$ cat src/rtl/regfile.sv
// regfile: architectural register file (R0-R7, SP, IH, RA, T) at the
// write-back end of the pipeline. It has one write port and two
// combinational read ports. A write presented in the same cycle is
// bypassed to the read ports. T is also exported directly for branch
// evaluation.
module regfile #(
    parameter int DATA_W = 16,
    parameter int ADDR_W = 4
) (
    input  logic              clk,
    input  logic              rst,
    input  logic              wReg_i,
    input  logic [ADDR_W-1:0] wRegAddr_i,
    input  logic [DATA_W-1:0] wData_i,
    input  logic              rReg1_i,
    input  logic [ADDR_W-1:0] rRegAddr1_i,
    output logic [DATA_W-1:0] rData1_o,
    input  logic              rReg2_i,
    input  logic [ADDR_W-1:0] rRegAddr2_i,
    output logic [DATA_W-1:0] rData2_o,
    output logic [DATA_W-1:0] t_o
);

    // Only addresses 0..11 have storage. 12..14 are reserved and 15 is the
    // null register, so both of those groups read as zero.
    localparam int NUM_REGS = 12;
    localparam int T_IDX    = 11;

    logic [DATA_W-1:0] regs_q [NUM_REGS];
    logic [DATA_W-1:0] regs_d [NUM_REGS];

    // One independent register per storage slot. An exact full-width address
    // match is required, so writes to 12..15 never reach any slot.
    generate
        for (genvar gi = 0; gi < NUM_REGS; gi++) begin : g_reg
            // Next-state: clear on reset, load on an addressed write, else hold.
            always_comb begin
                regs_d[gi] = regs_q[gi];
                if (rst) begin
                    regs_d[gi] = '0;
                end else if (wReg_i && (wRegAddr_i == ADDR_W'(gi))) begin
                    regs_d[gi] = wData_i;
                end
            end

            // State register for slot gi.
            always_ff @(posedge clk) begin
                regs_q[gi] <= regs_d[gi];
            end
        end
    endgenerate

    // Shared read-path priority: reset, enable, address range, bypass, storage.
    function automatic logic [DATA_W-1:0] read_port(
        input logic              en,
        input logic [ADDR_W-1:0] addr
    );
        logic [DATA_W-1:0] val;
        val = '0;
        if (rst || !en) begin
            val = '0;
        end else if (addr >= ADDR_W'(NUM_REGS)) begin
            val = '0;
        end else if (wReg_i && (wRegAddr_i == addr)) begin
            val = wData_i;
        end else begin
            val = regs_q[addr];
        end
        return val;
    endfunction

    // Read port 1: combinational with same-cycle write bypass.
    always_comb begin
        rData1_o = read_port(rReg1_i, rRegAddr1_i);
    end

    // Read port 2: independent of port 1, and it can bypass in the same cycle.
    always_comb begin
        rData2_o = read_port(rReg2_i, rRegAddr2_i);
    end

    // T comes straight from storage. The branch unit does its own forwarding.
    assign t_o = regs_q[T_IDX];

endmodule
$ cat config.mk
export PLATFORM = sky130hd
export DESIGN_NAME = regfile
export DESIGN_NICKNAME = d
export VERILOG_FILES = /design/src/rtl/regfile.sv
export SDC_FILE = /design/constraint.sdc
export NUM_CORES = 1
export LEC_CHECK = 0
export ABC_AREA = 1
export CAP_MARGIN = 20
export CORE_MARGIN = 3
export CORE_UTILIZATION = 50
export DETAILED_ROUTE_END_ITERATION = 16
export PLACE_DENSITY = 0.77
export SLEW_MARGIN = 20
export SYNTH_ARGS = -nofsm -noshare
export SYNTH_HDL_FRONTEND = slang
export SYNTH_SLANG_ARGS = --single-unit
$ cat constraint.sdc
create_clock -name clk -period 3.18 [get_ports clk]
set_input_delay 0.318 -clock clk [delete_from_list [all_inputs] [get_ports clk]]
set_output_delay 0.318 -clock clk [all_outputs]
set_load 0.02 [all_outputs]
==> impl_metrics.env, run 1 <==
export IMPL_synthTopCellsByArea="edfxtp_1 50%, nand2_1 13%, nand3_1 10%, a21oi_1 3.8%, nor2_1 3.7%"
export IMPL_synth_commonest_cells="372 x nand2_1, 219 x nand3_1, 176 x edfxtp_1"
export IMPL_tightest_slew_ns=0.950
export IMPL_end_kind="output pin"
export IMPL_slew_headroom_pct=36.4
export IMPL_antenna_cells=0
export IMPL_setup_tns_ns=0
export IMPL_synth_area_leader_cell="edfxtp_1"
export IMPL_numCtsBuffers=17
export IMPL_core_um2=20400
export IMPL_period_needed_ns=2.91
export IMPL_power_share_clock_pct=35.1
export IMPL_hpwl_um=21100
export IMPL_post_cts_buffers=0
export IMPL_fp_row_count=52
export IMPL_vdd_drop_max_uv=440
export IMPL_leakagePower_nw=4.95
export IMPL_grt_pass1_wl_um=49900
export IMPL_holdPathEnd="regs_q[11][7]"
export IMPL_worstHoldStart="wData_i[7]"
export IMPL_portBuffers=80
export IMPL_clk_latency_ns=0.43
export IMPL_cts_root_buf="clkbuf_16"
export IMPL_clock_skew_final_ns=0
export IMPL_cp_slowest_cell="clkdlybuf4s50_1"
export IMPL_synth_nets=1308
export IMPL_regMostFlops="regs_q"
export IMPL_internal_power_w=0.00459
export IMPL_met2_usage_pct=44.2
export IMPL_rsz0062_at_grt="no"
export IMPL_cts_sinks=192
export IMPL_nFillCells=1649
export IMPL_first_pass_iters=6
export IMPL_die_area_um2=22800
export IMPL_critPathArrivalTime_ns=2.59
export IMPL_drt_initial_drc_count=1388
export IMPL_synth_edf_count=176
export IMPL_cts_tree="yes"
export IMPL_htree_levels=4
export IMPL_startpoint_type="input pin"
export IMPL_r2r_slack_ns=2.46
export IMPL_reg2reg_depth=2
export IMPL_fmax_mhz=344
export IMPL_synth_cell_types=26
export IMPL_p_comb_share_pct=16.3
export IMPL_syn_area_per_cell_um2=8.23
export IMPL_path_common_cell="nand2_1"
export IMPL_die_x_um=151
export IMPL_cts_resized_gates=0
export IMPL_yosys_register_bits=192
export IMPL_cts_buffer_depth=2
export IMPL_hold_depth=3
export IMPL_clk_pin_slew_ns=0.07
export IMPL_path_class="in -> out"
export IMPL_postSynthCellCount=1275
export IMPL_netSwitchingPower_w=0.00175
export IMPL_drive_above_1_share_pct=8.53
export IMPL_gr_max_usage_layer="met2"
export IMPL_grt_start_max_net_pins=66
export IMPL_timing_rr_end="regs_q[11][12]"
export IMPL_outcome="complete, no violations"
export IMPL_worstPathMaxFanout=32
export IMPL_synthesis_area_um2=10500
export IMPL_fin_cells=1618
export IMPL_yosysSeqAreaShare_pct=53.4
export IMPL_pwr_density_cell_nw_per_um2=515
export IMPL_synth_warnings=0
export IMPL_worst_r2r_startpoint="regs_q[11][12]"
export IMPL_gp_congestion=0.934
export IMPL_io_pins=81
export IMPL_num_vias=9709
export IMPL_worstPathCellList="clkdlybuf4s50_1 > nand2_1 > nand2_1 > nand3_1 > nor2_4 > buf_12 > nand2_1 > a21oi_1 > clkdlybuf4s50_1"
export IMPL_start_util_pct=51.3
export IMPL_wire_per_inst_um=20.1
export IMPL_pwr_share_seq_pct=48.6
export IMPL_synthArstFlopShare_pct=0
export IMPL_largest_reg_flops=192
export IMPL_grt_ovfl_total=0
export IMPL_antenna_found_initial=0
export IMPL_grt_pass1_vias=9126
export IMPL_required_ns=2.86
export IMPL_synth_most_common_cell="nand2_1"
export IMPL_finalSetupViolCount=0
export IMPL_cpPeakStageDelay_ns=0.68
export IMPL_worstHoldPathType="in -> reg"
export IMPL_synth_top_area_share_pct=50.4
export IMPL_maxCapViolations=0
export IMPL_die_y_um=151
export IMPL_min_period_over_period_pct=91.4
export IMPL_grtUsageMet1_pct=39.7
export IMPL_ctsHoldBuffers=0
export IMPL_place_inst=1586
export IMPL_ant_nets=0
export IMPL_met3_usage_pct=6.43
export IMPL_hold_viol_final=0
export IMPL_track_usage_pct=28.7
export IMPL_area_delta_synth_final_pct=17.5
export IMPL_nets=1368
export IMPL_swShare_pct=27.7
export IMPL_finalMaxSlewViolations=0
export IMPL_viasPerCell=6.00
export IMPL_drc=0
export IMPL_synthFlopType="edfxtp_1"
export IMPL_biggestRegsByFlops="regs_q (192)"
export IMPL_finalWirelength_um=32400
## cell families (layout without fill, tap and decap cells)
logic type / count (synthesis) / count (layout) / synth area share [%]
and+or+nand+nor: 710 / 710 / 28.5
DFF: 192 / 192 / 53.4
AOI/OAI and AO/OA: 188 / 188 / 9.78
buffers and inverters: 183 / 256 / 8.13
xor gates and xnor gates: 2 / 2 / 0.167
## stage by stage
step	utilization [%]	worst slack (ns)	hold slack, ns	instance area [µm²]	total power (W)
6_report	60.3	0.273	0.521	12300	0.00635
5_1_grt	60.3	0.173	0.524	12300	0.00656
4_1_cts	60.3	0.315	0.499	12300	0.00632
3_5_place_dp	57.4	0.320	0.530	11700	0.00413
3_3_place_gp	57.4	0.306	0.524	11700	0.00411
2_1_floorplan	-	1.01	0.467	10500	0.00374
## worst max-delay path: cells and delay by family
family                 cells  cell delay (ns)
buffers and inverters      3             1.53
AND/OR/NAND/NOR            5             0.55
AO/OA/AOI/OAI              1             0.18
## how the worst max path moves through the flow
stage                              from           end  slack, ns  cells after the start
after floorplan           wRegAddr_i[0]  regs_q[0][0]       1.01                      3
after global placement    wRegAddr_i[2]   rData1_o[8]       0.31                      9
after detailed placement  wRegAddr_i[2]   rData1_o[8]       0.32                      9
after CTS                 wRegAddr_i[2]   rData1_o[9]       0.31                      9
after global routing      wRegAddr_i[2]  rData1_o[12]       0.17                     11
final                     wRegAddr_i[2]   rData1_o[8]       0.27                      9
## layout by cell type, fill, tap and decap left out, types with 3 or more instances in the layout
master / netlist / layout
nand3_1: 219 / 219
o21ai_2: 0 / 6
dfxtp_1: 16 / 16
inv_6: 0 / 5
o21ai_0: 64 / 57
nor2_2: 2 / 3
clkbuf_16: 0 / 17
a21oi_1: 79 / 79
nand4_1: 12 / 12
buf_4: 17 / 43
nor2_1: 103 / 102
nand2_1: 372 / 372
inv_1: 81 / 81
o21ai_1: 15 / 16
edfxtp_1: 176 / 176
a21oi_2: 4 / 4
buf_12: 0 / 11
clkdlybuf4s50_1: 0 / 76
bufinv_16: 0 / 3
inv_2: 8 / 8
o31ai_4: 0 / 4
o211ai_1: 21 / 21
## power by group through the flow
stage / combinational, W / clock [W] / sequential [W]
3_3_place_gp: 0.000990 / 0 / 0.00312
6_report: 0.00103 / 0.00223 / 0.00308
2_1_floorplan: 0.000627 / 0 / 0.00311
3_5_place_dp: 0.00100 / 0 / 0.00313
4_1_cts: 0.00101 / 0.00224 / 0.00308
5_1_grt: 0.00112 / 0.00234 / 0.00310
## final cells by class
cell class | instances | area [µm²] | share of cell area, %
Clock inverter | 13 | 173 | 1.40
Timing Repair Buffer | 132 | 1310 | 10.7
Sequential cell | 192 | 5610 | 45.5
Inverter | 92 | 350 | 2.84
Multi-Input combinational cell | 900 | 4110 | 33.4
Clock buffer | 19 | 433 | 3.51
Tap cell | 270 | 338 | 2.74
## metal layers
| metal | share of wire (%) | up-vias | routed length [µm] |
|---|---|---|---|
| met4 | 3.1 | 0 | 1010 |
| met3 | 13 | 95 | 4320 |
| li1 | - | 4434 | - |
| met1 | 38 | 4452 | 12400 |
| met5 | 0 | - | 0 |
| met2 | 45 | 728 | 14700 |
Power figures use the tool's default switching activity.
==> run 2: changes to the inputs <==
--- a/config.mk
+++ b/config.mk
@@ -10,7 +10,7 @@
 export CORE_MARGIN = 3
 export CORE_UTILIZATION = 50
 export DETAILED_ROUTE_END_ITERATION = 16
-export PLACE_DENSITY = 0.77
+export PLACE_DENSITY_LB_ADDON = 0.3
 export SLEW_MARGIN = 20
 export SYNTH_ARGS = -nofsm -noshare
 export SYNTH_HDL_FRONTEND = slang
==> constraint.sdc (replaced) <==
create_clock -name clk -period 3.18 [get_ports clk]
set_input_delay 0.318 -clock clk [delete_from_list [all_inputs] [get_ports clk]]
set_output_delay 0.318 -clock clk [all_outputs]
set_load 0.005 [all_outputs]
==> run 2 against run 1 <==
Against the previous run: via count fell by 1.1%; worst hold slack got worse by 0.010 ns; clock skew did not move; fmax fell by 3.2%; design area fell by 0.46%; combinational power fell by 4%; register-to-register slack barely moved; sequential cell count did not move; sequential power barely moved; wire length rose by 0.89%; non-clock buffer count rose by 2.
==> impl_metrics.env, run 2 (same netlist as run 1, synthesis figures left out) <==
export IMPL_outcome="complete, no violations"
export IMPL_die_x_um=151
export IMPL_hpwl_um=20400
export IMPL_min_period_over_period_pct=94.5
export IMPL_grt_ovfl_total=0
export IMPL_leakagePower_nw=4.94
export IMPL_finalSetupViolCount=0
export IMPL_grt_start_max_net_pins=94
export IMPL_tightest_slew_ns=0.861
export IMPL_largest_reg_flops=192
export IMPL_grt_pass1_vias=8887
export IMPL_first_pass_iters=6
export IMPL_drc=0
export IMPL_pwr_density_cell_nw_per_um2=512
export IMPL_nets=1370
export IMPL_drive_above_1_share_pct=8.89
export IMPL_die_y_um=151
export IMPL_cts_buffer_depth=2
export IMPL_pwr_share_seq_pct=49.0
export IMPL_critPathArrivalTime_ns=2.69
export IMPL_cp_slowest_cell="clkdlybuf4s50_1"
export IMPL_area_delta_synth_final_pct=16.9
export IMPL_viasPerCell=5.92
export IMPL_vdd_drop_max_uv=241
export IMPL_setup_tns_ns=0
export IMPL_die_area_um2=22800
export IMPL_ant_nets=0
export IMPL_worstHoldPathType="in -> reg"
export IMPL_ctsHoldBuffers=0
export IMPL_fp_row_count=52
export IMPL_num_vias=9598
export IMPL_portBuffers=80
export IMPL_clock_skew_final_ns=0
export IMPL_swShare_pct=27.2
export IMPL_required_ns=2.86
export IMPL_hold_ws_ns=0.511
export IMPL_hold_viol_final=0
export IMPL_cpPeakStageDelay_ns=0.63
export IMPL_biggestRegsByFlops="regs_q (192)"
export IMPL_p_comb_share_pct=15.7
export IMPL_crit_buf_inv=3
export IMPL_cts_tree="yes"
export IMPL_maxCapViolations=0
export IMPL_internal_power_w=0.00457
export IMPL_startpoint_type="input pin"
export IMPL_htree_levels=4
export IMPL_mostFrequentLayoutCell="nand2_1"
export IMPL_fmax_mhz=333
export IMPL_slew_headroom_pct=42.4
export IMPL_final_cell_mix="372 x nand2_1, 219 x nand3_1, 176 x edfxtp_1"
export IMPL_power_share_clock_pct=35.3
export IMPL_gp_congestion=0.902
export IMPL_antenna_cells=0
export IMPL_clk_latency_ns=0.43
export IMPL_period_needed_ns=3.00
export IMPL_netSwitchingPower_w=0.00171
export IMPL_critPathTopFamily="buffers and inverters"
export IMPL_core_um2=20400
export IMPL_worstPathCellList="clkdlybuf4s50_1 > nand2_1 > nand2_1 > nand3_1 > nor2_4 > buf_4 > nor2_1 > a21oi_1 > clkdlybuf4s50_1"
export IMPL_track_usage_pct=29.1
export IMPL_post_cts_buffers=0
export IMPL_finalMaxSlewViolations=0
export IMPL_end_kind="output pin"
export IMPL_path_class="in -> out"
export IMPL_cts_sinks=192
export IMPL_cts_resized_gates=0
export IMPL_clk_pin_slew_ns=0.07
export IMPL_finalWirelength_um=32700
export IMPL_setup_slack_ns=0.176
export IMPL_pre_cts_slack_ns=0.225
export IMPL_regMostFlops="regs_q"
export IMPL_io_pins=81
export IMPL_rsz0062_at_grt="no"
export IMPL_start_util_pct=51.3
export IMPL_drt_initial_drc_count=1260
export IMPL_worstPathMaxFanout=10
export IMPL_cts_root_buf="clkbuf_16"
export IMPL_numCtsBuffers=17
export IMPL_wire_per_inst_um=20.2
export IMPL_antenna_found_initial=0
export IMPL_grt_pass1_wl_um=49800
-- run 2: worst paths after layout --
path	startpoint	end	slack, ns	cells after the start
max	rRegAddr1_i[2]	rData1_o[15]	0.18	9
min	wData_i[9]	regs_q[11][9]	0.51	3
max reg2reg	regs_q[11][5]	regs_q[11][5]	2.45	2
min reg2reg	regs_q[11][3]	regs_q[11][3]	0.54	2
-- run 2: power by group through the flow --
stage               Clock (W)  Combinational, W  Sequential [W]
floorplan                   0          0.000603         0.00311
global placement            0          0.000951         0.00312
detailed placement          0          0.000965         0.00313
CTS                   0.00223          0.000971         0.00307
global route          0.00233           0.00108         0.00310
finish                0.00222          0.000986         0.00308
-- run 2: through the flow --
stage | cell area, µm² | power, W | util (%) | cells
final | 12300 | 0.00628 | 60.1 | 1620
after global routing | 12300 | 0.00651 | 60.1 | 1620
after CTS | 12300 | 0.00627 | 60.1 | 1620
after detailed placement | 11700 | 0.00409 | 57.1 | 1588
after global placement | 11700 | 0.00407 | 57.1 | 1588
after floorplan | 10500 | 0.00371 | - | 1275
-- run 2: area by class of cell --
| class | count | area, µm² |
|---|---|---|
| fillers | 1750 | 8160 |
| repair buffers | 134 | 1250 |
| well taps | 270 | 338 |
| clock inverters | 15 | 180 |
| clock buffers | 17 | 425 |
| inverters | 92 | 350 |
| multi-input cells | 900 | 4120 |
| flip-flops and latches | 192 | 5610 |
-- run 2: worst min-delay path: cells and delay by family --
family	cells	cell delay (ns)
buffers and inverters	2	0.53
AOI/OAI and AO/OA	1	0.06
-- run 2: layer usage --
layer	vias to the layer above	global-route usage, %	share of wire (%)
met5	-	0	0
met4	0	13.7	4.1
met3	114	5.33	12
met2	668	46.0	46
met1	4377	39.0	38
li1	4439	-	-
==> run 3: changes to the inputs <==
--- a/config.mk
+++ b/config.mk
@@ -10,7 +10,8 @@
 export CORE_MARGIN = 3
 export CORE_UTILIZATION = 50
 export DETAILED_ROUTE_END_ITERATION = 16
-export PLACE_DENSITY_LB_ADDON = 0.3
+export DONT_BUFFER_PORTS = 1
+export PLACE_DENSITY = 0.66
 export SLEW_MARGIN = 20
 export SYNTH_ARGS = -nofsm -noshare
 export SYNTH_HDL_FRONTEND = slang
==> run 3 against run 2 <==
Against the previous run: global-route usage shrank 0.66 points; worst hold slack lost 0.48 ns; fmax grew 22%; design area shrank 8.9%; die area is the same; sequential share of layout area grew 4.4 points; register-to-register slack lost 0.02 ns; critical endpoint is now rData2_o[11]; largest cell class unchanged.
==> impl_metrics.env, run 3 (same netlist as run 1, synthesis figures left out) <==
export IMPL_tightest_slew_ns=0.955
export IMPL_min_period_over_period_pct=77.3
export IMPL_required_ns=2.86
export IMPL_num_vias=9054
export IMPL_multiInputGateArea_um2=4120
export IMPL_setup_tns_ns=0
export IMPL_hpwl_um=19200
export IMPL_rsz0062_at_grt="no"
export IMPL_cts_root_buf="clkbuf_16"
export IMPL_worstPathMaxFanout=118
export IMPL_io_pins=81
export IMPL_end_kind="output pin"
export IMPL_nFillCells=1866
export IMPL_period_needed_ns=2.46
export IMPL_finalMaxSlewViolations=0
export IMPL_grt_pass1_wl_um=47800
export IMPL_slew_headroom_pct=36.3
export IMPL_wire_per_inst_um=21.8
export IMPL_track_usage_pct=28.4
export IMPL_drc=0
export IMPL_ant_nets=0
export IMPL_core_um2=20400
export IMPL_hold_viol_final=0
export IMPL_viasPerCell=6.00
export IMPL_p_comb_share_pct=12.5
export IMPL_place_inst=1476
export IMPL_grt_ovfl_total=0
export IMPL_outcome="complete, no violations"
export IMPL_post_cts_buffers=0
export IMPL_clock_skew_final_ns=0
export IMPL_regMostFlops="regs_q"
export IMPL_die_area_um2=22800
export IMPL_cts_tree="yes"
export IMPL_numCtsBuffers=17
export IMPL_finalSetupViolCount=0
export IMPL_drive_above_1_share_pct=6.54
export IMPL_antenna_found_initial=0
export IMPL_startpoint_type="input pin"
export IMPL_fp_row_count=52
export IMPL_portBuffers=0
export IMPL_maxCapViolations=0
export IMPL_grt_start_max_net_pins=119
export IMPL_antenna_cells=0
export IMPL_setup_slack_ns=0.721
export IMPL_vdd_drop_max_uv=340
export IMPL_biggestRegsByFlops="regs_q (192)"
export IMPL_worstHoldPathType="in -> reg"
export IMPL_final_cell_mix="372 x nand2_1, 219 x nand3_1, 176 x edfxtp_1"
export IMPL_die_x_um=151
export IMPL_gp_congestion=0.878
export IMPL_pwr_density_cell_nw_per_um2=539
export IMPL_grt_pass1_vias=7990
export IMPL_ff_latch_area_um2=5610
export IMPL_internal_power_w=0.00446
export IMPL_swShare_pct=26.0
export IMPL_mostFrequentLayoutCell="nand2_1"
export IMPL_critPathArrivalTime_ns=2.14
export IMPL_pre_cts_slack_ns=0.824
export IMPL_cts_sinks=192
export IMPL_clk_latency_ns=0.43
export IMPL_first_pass_iters=6
export IMPL_clk_pin_slew_ns=0.07
export IMPL_die_y_um=151
export IMPL_finalWirelength_um=32900
export IMPL_area_delta_synth_final_pct=6.57
export IMPL_cts_resized_gates=0
export IMPL_start_util_pct=51.3
export IMPL_netSwitchingPower_w=0.00157
export IMPL_power_share_clock_pct=36.4
export IMPL_largest_reg_flops=192
export IMPL_fmax_mhz=407
export IMPL_nets=1258
export IMPL_drt_initial_drc_count=1222
export IMPL_cts_buffer_depth=2
export IMPL_htree_levels=4
export IMPL_fin_cells=1508
export IMPL_ctsHoldBuffers=0
export IMPL_leakagePower_nw=4.46
export IMPL_final_util_pct=54.7
export IMPL_pwr_share_seq_pct=51.1
export IMPL_path_class="in -> out"
[run 3: changes by cell type in the layout (fill, tap and decap cells not counted), sizes merged]
cell,change
clkinvlp,+2
clkbuf,+1
inv,-4
clkinv,+1
clkdlybuf4s50,-76
buf,-36
[run 3: layer usage]
metal,vias up,global-route usage [%],share of wire (%)
li1,4208,-,-
met1,4159,41.1,41
met2,615,42.4,43
met3,72,6.88,13
met4,0,9.25,2.7
met5,-,0,0
[run 3: path summary, 6_finish.rpt]
check | cells past startpoint | to | from | slack, ns
setup / recovery | 8 | rData2_o[11] | rRegAddr2_i[0] | 0.72
hold / removal | 2 | regs_q[11][10] | wData_i[10] | 0.03
hold reg to reg | 2 | regs_q[11][6] | regs_q[11][6] | 0.56
setup reg to reg | 2 | regs_q[11][13] | regs_q[11][13] | 2.43
[run 3: cell type report]
type / instances / share of cell area, %
clock buffer: 18 / 3.84
clock inverter: 14 / 1.47
inverter: 92 / 3.13
multi-input combinational: 900 / 36.8
sequential: 192 / 50.1
tap: 270 / 3.02
timing repair buffer: 22 / 1.59
[run 3: through the flow]
step	hold WS (ns)	instance area, µm²	total power [W]
2_1_floorplan	0.467	10500	0.00371
3_3_place_gp	0.472	10600	0.00385
3_5_place_dp	0.479	10600	0.00387
4_1_cts	0.0125	11200	0.00602
5_1_grt	0.0283	11200	0.00624
6_report	0.0299	11200	0.00602
[run 3: worst max-delay path, stage by stage]
cell	delay (ns)
inv_2	0.05
nand2_1	0.05
nand2_1	0.05
nor2_2	0.48
nand3_2	0.65
nand2_1	0.20
inv_1	0.07
a21oi_2	0.18
[run 3: power groups by stage]
stage          sequential, W  clock [W]  combinational (W)
2_1_floorplan        0.00311          0           0.000603
3_3_place_gp         0.00312          0           0.000730
3_5_place_dp         0.00313          0           0.000740
4_1_cts              0.00307    0.00220           0.000744
5_1_grt              0.00310    0.00231           0.000834
6_report             0.00308    0.00219           0.000754
